--- config.mk ---
export PLATFORM = sky130hd
export DESIGN_NAME = spi_word_tx_flat
export DESIGN_NICKNAME = d
export VERILOG_FILES = /design/src/rtl/spi_word_tx_if.sv /design/src/rtl/spi_word_tx.sv /design/src/flat_wrapper.sv
export SDC_FILE = /design/constraint.sdc
export NUM_CORES = 1
export LEC_CHECK = 0
export CORE_AREA = 3 3 54 75
export DETAILED_ROUTE_END_ITERATION = 10
export DIE_AREA = 0 0 57 78
export HOLD_SLACK_MARGIN = 0.15
export PLACE_DENSITY = 0.83
export SLEW_MARGIN = 20
export SYNTH_ARGS = -nofsm -noshare
export SYNTH_HDL_FRONTEND = slang
export SYNTH_SLANG_ARGS = --single-unit
--- constraint.sdc ---
create_clock -name clk -period 1.6 [get_ports clk]
set_input_delay 0.32 -clock clk [delete_from_list [all_inputs] [get_ports clk]]
set_output_delay 0.32 -clock clk [all_outputs]
set_load 0.005 [all_outputs]
--- src/rtl/spi_word_tx_if.sv ---
// ---------------------------------------------------------------------------
// spi_word_tx_if
//   Bundles the word handshake and the serial pins of spi_word_tx.
//
//   Signals:
//     tx_data  [WORD_W]  word to send
//     tx_valid           tx_data valid
//     tx_ready           transmitter can take a word (transfer on valid && ready)
//     sck                serial clock, idles high
//     sdo                serial data, MSB first
//     ss_n               frame select, active low
//     busy               frame in progress (accept .. end of inter-frame gap)
//     done               one-cycle pulse when ss_n returns high
//
//   Modports:
//     master  the transmitter itself (SPI master side, drives the pins)
//     slave   whoever feeds words in and watches the line
// ---------------------------------------------------------------------------
interface spi_word_tx_if #(
    parameter int WORD_W = 16
);
    logic [WORD_W-1:0] tx_data;
    logic              tx_valid;
    logic              tx_ready;
    logic              sck;
    logic              sdo;
    logic              ss_n;
    logic              busy;
    logic              done;

    modport master (
        input  tx_data, tx_valid,
        output tx_ready, sck, sdo, ss_n, busy, done
    );

    modport slave (
        output tx_data, tx_valid,
        input  tx_ready, sck, sdo, ss_n, busy, done
    );
endinterface

--- src/rtl/spi_word_tx.sv ---
// ---------------------------------------------------------------------------
// spi_word_tx
//   Host side of the synth's serial control link. Takes parallel command
//   words over a valid/ready handshake and shifts them out MSB first.
//   sck idles high; sdo launches with sck rising, the receiver samples on
//   sck falling. All outputs are registered.
//
//   Ports:
//     clk    system clock
//     reset  synchronous, active-high reset
//     bus    spi_word_tx_if.master (tx_data, tx_valid, tx_ready, sck, sdo,
//            ss_n, busy, done)
//
//   Parameters:
//     WORD_W   bits per frame (>= 2)
//     CLK_DIV  clk cycles per sck half-period (>= 1)
//     GAP_CYC  clk cycles ss_n stays high between frames (>= 1)
//
//   Build option:
//     SPI_BURST_EN  adds a one-word holding register so consecutive words
//                   are sent inside one ss_n frame with a single done pulse.
// ---------------------------------------------------------------------------
module spi_word_tx #(
    parameter int WORD_W  = 16,
    parameter int CLK_DIV = 10,
    parameter int GAP_CYC = 4
) (
    input  logic          clk,
    input  logic          reset,
    spi_word_tx_if.master bus
);
    // One counter times both the sck half-periods and the inter-frame gap.
    localparam int CNT_MAX = (CLK_DIV > GAP_CYC) ? CLK_DIV : GAP_CYC;
    localparam int CNT_W   = (CNT_MAX > 1) ? $clog2(CNT_MAX) : 1;
    localparam int BIT_W   = $clog2(WORD_W);

    localparam logic [CNT_W-1:0] DIV_LAST = CNT_W'(CLK_DIV - 1);
    localparam logic [CNT_W-1:0] GAP_LAST = CNT_W'(GAP_CYC - 1);
    localparam logic [BIT_W-1:0] BIT_LAST = BIT_W'(WORD_W - 1);

    typedef enum logic [2:0] {
        S_IDLE, S_SETUP, S_LOW, S_HIGH, S_HOLD, S_GAP
    } state_t;

    state_t            state_q, state_d;
    logic [CNT_W-1:0]  div_cnt_q, div_cnt_d;
    logic [BIT_W-1:0]  bit_cnt_q, bit_cnt_d;
    logic [WORD_W-1:0] sh_q, sh_d;
    logic              sck_q, sck_d;
    logic              sdo_q, sdo_d;
    logic              ss_n_q, ss_n_d;
    logic              tx_ready_q, tx_ready_d;
    logic              busy_q, busy_d;
    logic              done_q, done_d;

    logic              accept;
    logic              phase_end;
    logic              next_go;     // a word is available to start / chain
    logic [WORD_W-1:0] next_word;

    assign accept    = bus.tx_valid && tx_ready_q;
    assign phase_end = (div_cnt_q == DIV_LAST);

`ifdef SPI_BURST_EN
    localparam bit CHAIN = 1'b1;

    logic [WORD_W-1:0] hold_q, hold_d;
    logic              hold_vld_q, hold_vld_d;

    // A held word takes priority; tx_ready is low while it is full, so a
    // fresh accept and a held word never coincide.
    assign next_go   = hold_vld_q || accept;
    assign next_word = hold_vld_q ? hold_q : bus.tx_data;
`else
    localparam bit CHAIN = 1'b0;

    assign next_go   = accept;
    assign next_word = bus.tx_data;
`endif

    // NOTE: every always_comb output gets a default before the case so no
    // path leaves a signal unassigned, which would otherwise infer a latch.
    always_comb begin
        state_d   = state_q;
        div_cnt_d = div_cnt_q + 1'b1;
        bit_cnt_d = bit_cnt_q;
        sh_d      = sh_q;
        sck_d     = sck_q;
        sdo_d     = sdo_q;
        ss_n_d    = ss_n_q;
        busy_d    = busy_q;
        done_d    = 1'b0;
`ifdef SPI_BURST_EN
        hold_d     = hold_q;
        hold_vld_d = hold_vld_q;
        // Mid-frame accepts land in the holding register; the start/chain
        // branches below clear it again when they consume the word.
        if (accept) begin
            hold_d     = bus.tx_data;
            hold_vld_d = 1'b1;
        end
`endif

        unique case (state_q)
            S_IDLE: begin
                div_cnt_d = '0;
                sck_d     = 1'b1;
                ss_n_d    = 1'b1;
                if (next_go) begin
                    sh_d      = next_word;
                    sdo_d     = next_word[WORD_W-1];
                    ss_n_d    = 1'b0;
                    bit_cnt_d = '0;
                    busy_d    = 1'b1;
                    state_d   = S_SETUP;
`ifdef SPI_BURST_EN
                    hold_vld_d = 1'b0;
`endif
                end
            end
            S_SETUP: begin
                if (phase_end) begin
                    div_cnt_d = '0;
                    sck_d     = 1'b0;
                    state_d   = S_LOW;
                end
            end
            S_LOW: begin
                if (phase_end) begin
                    div_cnt_d = '0;
                    sck_d     = 1'b1;
                    if (bit_cnt_q != BIT_LAST) begin
                        // Next bit launches together with the sck rise.
                        sh_d      = sh_q << 1;
                        sdo_d     = sh_q[WORD_W-2];
                        bit_cnt_d = bit_cnt_q + 1'b1;
                        state_d   = S_HIGH;
                    end else if (CHAIN && next_go) begin
                        // Burst: continue straight into the next word
                        // without releasing ss_n.
                        sh_d      = next_word;
                        sdo_d     = next_word[WORD_W-1];
                        bit_cnt_d = '0;
                        state_d   = S_HIGH;
`ifdef SPI_BURST_EN
                        hold_vld_d = 1'b0;
`endif
                    end else begin
                        state_d = S_HOLD;
                    end
                end
            end
            S_HIGH: begin
                if (phase_end) begin
                    div_cnt_d = '0;
                    sck_d     = 1'b0;
                    state_d   = S_LOW;
                end
            end
            S_HOLD: begin
                if (phase_end) begin
                    div_cnt_d = '0;
                    ss_n_d    = 1'b1;
                    sdo_d     = 1'b0;
                    done_d    = 1'b1;
                    state_d   = S_GAP;
                end
            end
            S_GAP: begin
                if (div_cnt_q == GAP_LAST) begin
                    div_cnt_d = '0;
                    busy_d    = 1'b0;
                    state_d   = S_IDLE;
                end
            end
            default: begin
                div_cnt_d = '0;
                state_d   = S_IDLE;
            end
        endcase

        // tx_ready is computed from next-state values so it is a clean
        // register output with no combinational path from tx_valid.
`ifdef SPI_BURST_EN
        tx_ready_d = !hold_vld_d;
`else
        tx_ready_d = (state_d == S_IDLE);
`endif
    end

    // NOTE: state registers use non-blocking assignments so every register
    // samples its pre-edge inputs regardless of statement order.
    always_ff @(posedge clk) begin
        if (reset) begin
            state_q    <= S_IDLE;
            div_cnt_q  <= '0;
            bit_cnt_q  <= '0;
            sh_q       <= '0;
            sck_q      <= 1'b1;
            sdo_q      <= 1'b0;
            ss_n_q     <= 1'b1;
            tx_ready_q <= 1'b0;
            busy_q     <= 1'b0;
            done_q     <= 1'b0;
`ifdef SPI_BURST_EN
            hold_q     <= '0;
            hold_vld_q <= 1'b0;
`endif
        end else begin
            state_q    <= state_d;
            div_cnt_q  <= div_cnt_d;
            bit_cnt_q  <= bit_cnt_d;
            sh_q       <= sh_d;
            sck_q      <= sck_d;
            sdo_q      <= sdo_d;
            ss_n_q     <= ss_n_d;
            tx_ready_q <= tx_ready_d;
            busy_q     <= busy_d;
            done_q     <= done_d;
`ifdef SPI_BURST_EN
            hold_q     <= hold_d;
            hold_vld_q <= hold_vld_d;
`endif
        end
    end

    assign bus.tx_ready = tx_ready_q;
    assign bus.sck      = sck_q;
    assign bus.sdo      = sdo_q;
    assign bus.ss_n     = ss_n_q;
    assign bus.busy     = busy_q;
    assign bus.done     = done_q;
endmodule

--- src/flat_wrapper.sv ---
// flat-port wrapper written by rule: the top's interface ports become plain ports
module spi_word_tx_flat 
#(
    parameter int WORD_W  = 16,
    parameter int CLK_DIV = 10,
    parameter int GAP_CYC = 4
)
  (clk, reset, bus_tx_data, bus_tx_valid, bus_tx_ready, bus_sck, bus_sdo, bus_ss_n, bus_busy, bus_done);
  spi_word_tx_if #(.WORD_W(WORD_W)) bus_i ();
  input  logic clk;
  input  logic reset;
  input wire logic [$bits(bus_i.tx_data)-1:0] bus_tx_data;
  input wire logic [$bits(bus_i.tx_valid)-1:0] bus_tx_valid;
  output wire logic [$bits(bus_i.tx_ready)-1:0] bus_tx_ready;
  output wire logic [$bits(bus_i.sck)-1:0] bus_sck;
  output wire logic [$bits(bus_i.sdo)-1:0] bus_sdo;
  output wire logic [$bits(bus_i.ss_n)-1:0] bus_ss_n;
  output wire logic [$bits(bus_i.busy)-1:0] bus_busy;
  output wire logic [$bits(bus_i.done)-1:0] bus_done;
  assign bus_i.tx_data = bus_tx_data;
  assign bus_i.tx_valid = bus_tx_valid;
  assign bus_tx_ready = bus_i.tx_ready;
  assign bus_sck = bus_i.sck;
  assign bus_sdo = bus_i.sdo;
  assign bus_ss_n = bus_i.ss_n;
  assign bus_busy = bus_i.busy;
  assign bus_done = bus_i.done;
  spi_word_tx #(.WORD_W(WORD_W), .CLK_DIV(CLK_DIV), .GAP_CYC(GAP_CYC)) u_core (.clk(clk), .reset(reset), .bus(bus_i));
endmodule
=== Yosys cells after proc, flatten, opt, wreduce, memory -nomap -nowiden ===
Cells that the tools add are included.

* Flip-flop bits (word level): 32
* Bits of input ports: 19
* Word-level logic and storage cells: 74
* Output and inout port bits: 6

* Bitwise logic cells: 1
* Multiplexer cells: 31
* Add/subtract/negate cells: 2
* Equality and inequality tests: 14
* Reduce and logical (&&, ||, !) cells: 16

{| class="wikitable"
|+ Operators with widths
! kind !! number
|-
| 15-bit 2-to-1 mux || 3
|-
| 15-bit case mux with 2 select lines || 1
|-
| 4-bit 2-to-1 mux || 5
|-
| 3-bit 2-to-1 mux || 6
|-
| 4-bit case mux with 2 select lines || 2
|-
| 3-bit case mux with 5 select lines || 1
|-
| 2-bit by 1-bit inequality test with 1-bit output (second input constant) || 6
|-
| 1-bit 2-to-1 mux || 9
|-
| 4-bit by 1-bit adder with 4-bit output (second input constant) || 2
|-
| 3-bit by 2-bit == test with 1-bit output (second input constant) || 2
|-
| 3-bit == test (second input constant) || 2
|-
| 3-bit logical NOT || 2
|-
| 1-bit case mux with 3 select lines || 2
|-
| 3-bit AND reduction || 2
|-
| 2-bit nonzero test || 3
|-
| 3-bit nonzero test || 2
|-
| 5-bit AND reduction || 1
|-
| 4-bit by 2-bit == test with 1-bit output (second input constant) || 1
|-
| 4-bit == test (second input constant) || 1
|-
| 4-bit inequality test (second input constant) || 1
|-
| 1-bit case mux with 2 select lines || 2
|-
| 4-bit AND reduction || 1
|-
| 2-bit OR reduction || 2
|-
| 4-bit OR reduction || 1
|-
| 4 further kinds || 4
|}

=== Logic depth before layout (Yosys ltp) ===
Gate-level depths: netlist of run 1.

* Depth in word-level cells: 5
* Depth in mapped cells: 9
* Depth with buffers taken out: 6

=== Worst setup path before layout of run 1 ===
OpenSTA, ideal clock, no wires.

* Kind: flip-flop to flip-flop
* Start: reg u_core.div_cnt_q[1]
* End: reg u_core.sh_q[14]
* Period minus slack after synthesis: 1604 ps
* Arrival: 1465 ps
* Slack: -4 ps
* Data required time: 1461 ps
* Cell stages (with the launch flop): 10
* Path buffers: 3
* Library setup time: 139 ps
* Path through: dfxtp_1 > inv_1 > ha_1 > and3b_1 > clkbuf_2 > and3_1 > buf_6 > buf_6 > nor3_1 > a211oi_2

* Word-level cells in the longest chain between the ends: 3

{| class="wikitable"
|+ RTL lines
! element !! line !! source
|-
| start: declaration || spi_word_tx.sv:46 || <nowiki>logic [CNT_W-1:0] div_cnt_q, div_cnt_d;</nowiki>
|-
| start signal: assignment || spi_word_tx.sv:211 || <nowiki>div_cnt_q <= div_cnt_d;</nowiki>
|-
| 4-bit == test || spi_word_tx.sv:62 || <nowiki>assign phase_end = (div_cnt_q == DIV_LAST);</nowiki>
|-
| 2-bit by 1-bit inequality test with 1-bit output (no line) || - ||
|-
| 4-bit AND reduction (no line) || - ||
|-
| end signal: assignment || spi_word_tx.sv:198 || <nowiki>sh_q <= '0;</nowiki>
|-
| end signal: assignment || spi_word_tx.sv:213 || <nowiki>sh_q <= sh_d;</nowiki>
|-
| end: declaration || spi_word_tx.sv:48 || <nowiki>logic [WORD_W-1:0] sh_q, sh_d;</nowiki>
|}

No other way between the ends.
A chain may end at the register's enable or synchronous reset.

=== Worst setup path after layout of run 1 ===
* Start: reg u_core.div_cnt_q[1]
* End: reg u_core.tx_ready_q, in the netlist u_core.bus.tx_ready

* Word-level cells in the longest chain between the ends: 4
* Elaborated cells on any way between the ends: 8
* Those cells by class: eq/ne (2); mux (5); reduce/logical (1)

{| class="wikitable"
|+ RTL lines
! element !! line !! source
|-
| 4-bit by 2-bit == test with 1-bit output or 4-bit == test (tied branches) || spi_word_tx.sv:170, spi_word_tx.sv:62 ||
|-
| 3-bit 2-to-1 mux, on equally long branches || - ||
|-
| 3-bit case mux with 5 select lines * || spi_word_tx.sv:104 || <nowiki>unique case (state_q)</nowiki>
|-
| 3-bit logical NOT * || spi_word_tx.sv:187 || <nowiki>tx_ready_d = (state_d == S_IDLE);</nowiki>
|-
| end signal: assignment || spi_word_tx.sv:217 || <nowiki>tx_ready_q <= tx_ready_d;</nowiki>
|-
| end: declaration || spi_word_tx.sv:52 || <nowiki>logic tx_ready_q, tx_ready_d;</nowiki>
|}

Mark *: on every way between the ends. The rest lies on a longest branch, timed or not.

==> run metrics, run 1 <==
status=complete, no violations; switching pwr=roughly 0.43 mW; CTS tree=yes; Seq pwr share=49.4%; syn_area_per_cell=roughly 10 sq um; DP Worst Slack=-16.0 ps; # clock sinks=32; Util after Layout=61.7%; CTS Buf Count=5; Tmin final=roughly 1600 ps; area of the mapped netlist=around 1600 sq um; Final nets=between 200 and 250; global-route wire length before repair=about 6.0 mm; Startpoint Class=flip-flop; Final Max Tran Viols=0; # rows=25; fraction of layout cells with a size suffix above 1=between 20% and 30%; VDD IR max=between 600 and 700 uV; crit path DAT=1800 ps; MaxCap Viol Count=0; later-pin clock latency in the skew report=about 290 ps; P&R area growth vs syn=33.2%; ys async rst share=0%; hpwl dp=between 2 and 2.5 mm; Clk pin slew, worst setup/hold paths=60 ps; H-tree levels=2; Final ANT Viol Nets=0; YS warnings=0; setup TNS=0 ps; Total Wirelength=3.50 mm; Max-Slew Margin vs Limit=81.1%; post-synth top area share=40.2%; First-pass DRT Iterations=4; fillers=292; GPL Wtd Cong=roughly 0.86; die height=78 um; Initial DRC Count=24; synth unique cells=39; Net Sw Frac=about a quarter; die area=roughly 4400 sq um; Ports=25; Syn Nets=185; Clock Tree Buf Depth=2; largest net degree at the start of global routing=33; critical path class=flip-flop to flip-flop; DRC=0; CP Max Fanout=4; vias=1352; GRT overflow=0; clock root buffer=clkbuf_8; hold slack=466 ps; Fin. Hold Viols=0; Worst EP required=around 1800 ps; P per Cell Area=~820 nW/um^2; core box area=3440 sq um; worst-margin pin slew=roughly 280 ps; sequential area share after synthesis=between 40% and 50%; Mapped Cells=163; final setup fails=0; Internal=between 1 and 1.5 mW; CP Capture Type=flip-flop; Tot GR Track Use=approximately 17%; vias per cell=around 5.6; worst min path class=flip-flop to flip-flop; Synth area leaders=dfxtp_1 (40%), mux2i_1 (10%), a211oi_2 (7.9%), nor3_1 (7.2%), buf_6 (3.5%); power share of the clock group=36.3%; Synth area leader=dfxtp_1; WL/cell=around 15 um; most frequent cell after synthesis=dfxtp_1; n_diodes=0; initial core utilization=between 40 and 50%; setup ws final=about 33 ps; fmax=around 640 MHz; buffer count from post-CTS setup fixing=0; P_leak=about 0.75 nW; clk_skew=around 4.5 ps; final critical-path share of the clock period=slightly below 100%; vias in the first global route=about 1400; combinational cell fraction of total power=between 10% and 20%; initial antenna violation count=0; Post-synth top cells=dfxtp_1 (32), nor3_1 (23), mux2i_1 (16); RSZ-0062 raised after global routing=yes; count of flip-flops with a built-in enable after synthesis=0; synthesis-stage register bit count=32; Post-synth top flop=dfxtp_1; die width=57 um; # port buffers=24
==> flip-flops by register name, summed over array words and instances (netlist names) <==
| name | flops |
|---|---|
| u_core.bit_cnt_q | 4 |
| u_core.bus.busy | 1 |
| u_core.bus.done | 1 |
| u_core.bus.sck | 1 |
| u_core.bus.sdo | 1 |
| u_core.bus.ss_n | 1 |
| u_core.bus.tx_ready | 1 |
| u_core.div_cnt_q | 4 |
| u_core.sh_q | 15 |
| u_core.state_q | 3 |
==> stage by stage <==
stage	cell area [sq um]	cells	total power, mW
2_1_floorplan	1590	163	1.01
3_3_place_gp	1960	233	1.12
3_5_place_dp	1960	233	1.12
4_1_cts	2070	241	1.76
5_1_grt	2120	241	1.82
6_report	2120	241	1.75
==> layout by cell type, fill, tap and decap left out, types with 3 or more instances in the layout <==
cell type        netlist  final
a211oi_1               5      4
a211oi_2              10     11
a21oi_1                9      9
buf_4                  1     18
clkbuf_8               0      6
clkdlybuf4s50_1        0     24
dfxtp_1               32     30
mux2i_1               16     16
nand2_1                6      6
nand2b_1               3      3
nand3_1                5      4
nor2_1                 4      4
nor3_1                23     19
nor3_2                 0      3
o21ai_0                4      4
xor2_1                 3      3
==> critical path: stages, from the launching register on <==
cell,delay [ps]
dfxtp_2,350
inv_2,50
ha_4,150
and3b_2,240
and3_4,180
buf_6,120
a211oi_2,230
and4bb_1,210
==> worst paths after layout <==
path	slack (ps)	cells after the start	end	startpoint
min reg2reg	470	1	u_core.div_cnt_q[0]	u_core.div_cnt_q[0]
max reg2reg	30	7	u_core.bus.tx_ready	u_core.div_cnt_q[1]
max	30	7	u_core.bus.tx_ready	u_core.div_cnt_q[1]
min	470	1	u_core.div_cnt_q[0]	u_core.div_cnt_q[0]
==> cell type report <==
class                           count  area, sq um  share of cell area [%]
Clock buffer                        6         82.6                    3.89
Timing Repair Buffer               45          427                    20.1
Sequential cell                    32          646                    30.4
Inverter                            2         7.51                   0.354
Clock inverter                      2         10.0                   0.472
Multi-Input combinational cell    114          900                    42.4
Tap cell                           40         50.0                    2.36
==> power by group through the flow <==
stage | logic [mW] | registers (mW) | clock network, mW
after global placement | 0.239 | 0.878 | 0
after floorplan | 0.140 | 0.873 | 0
after detailed placement | 0.244 | 0.879 | 0
after CTS | 0.246 | 0.862 | 0.649
after global routing | 0.269 | 0.866 | 0.686
final | 0.250 | 0.862 | 0.634
==> kinds of logic after synthesis <==
kind of cell | count (synthesis) | share of synthesized area (%)
compound gates | 33 | 16.8
buf+inv | 17 | 7.07
mux | 17 | 10.8
flops | 32 | 40.2
fa+ha+maj | 3 | 2.36
xor+xnor | 4 | 2.20
simple gates | 57 | 20.6
==> metal layers <==
layer,part of all wire [%],up-vias,global-route usage [%],wire length (um)
li1,-,675,-,-
met1,43,643,18.9,1490
met2,51,29,29.5,1770
met3,4.6,5,5.49,161
met4,2.0,0,7.66,71
met5,0,-,0,0
==> repair_timing <==
action                                  in CTS  in global routing
endpoints found under the setup margin      14                 16
pin swaps                                    0                  3
resized for setup                            5                 12
hold buffers                                 0                  0
Note: power is estimated with default switching activity, not from simulation.
==> run 2, diff against run 1 <==
ABC_AREA = 0   (was not set)
ABC_CLOCK_PERIOD_IN_PS = 1600   (was not set)
==> results of run 2 <==
Final layout, timing and power as in run 1 (identical DEF).
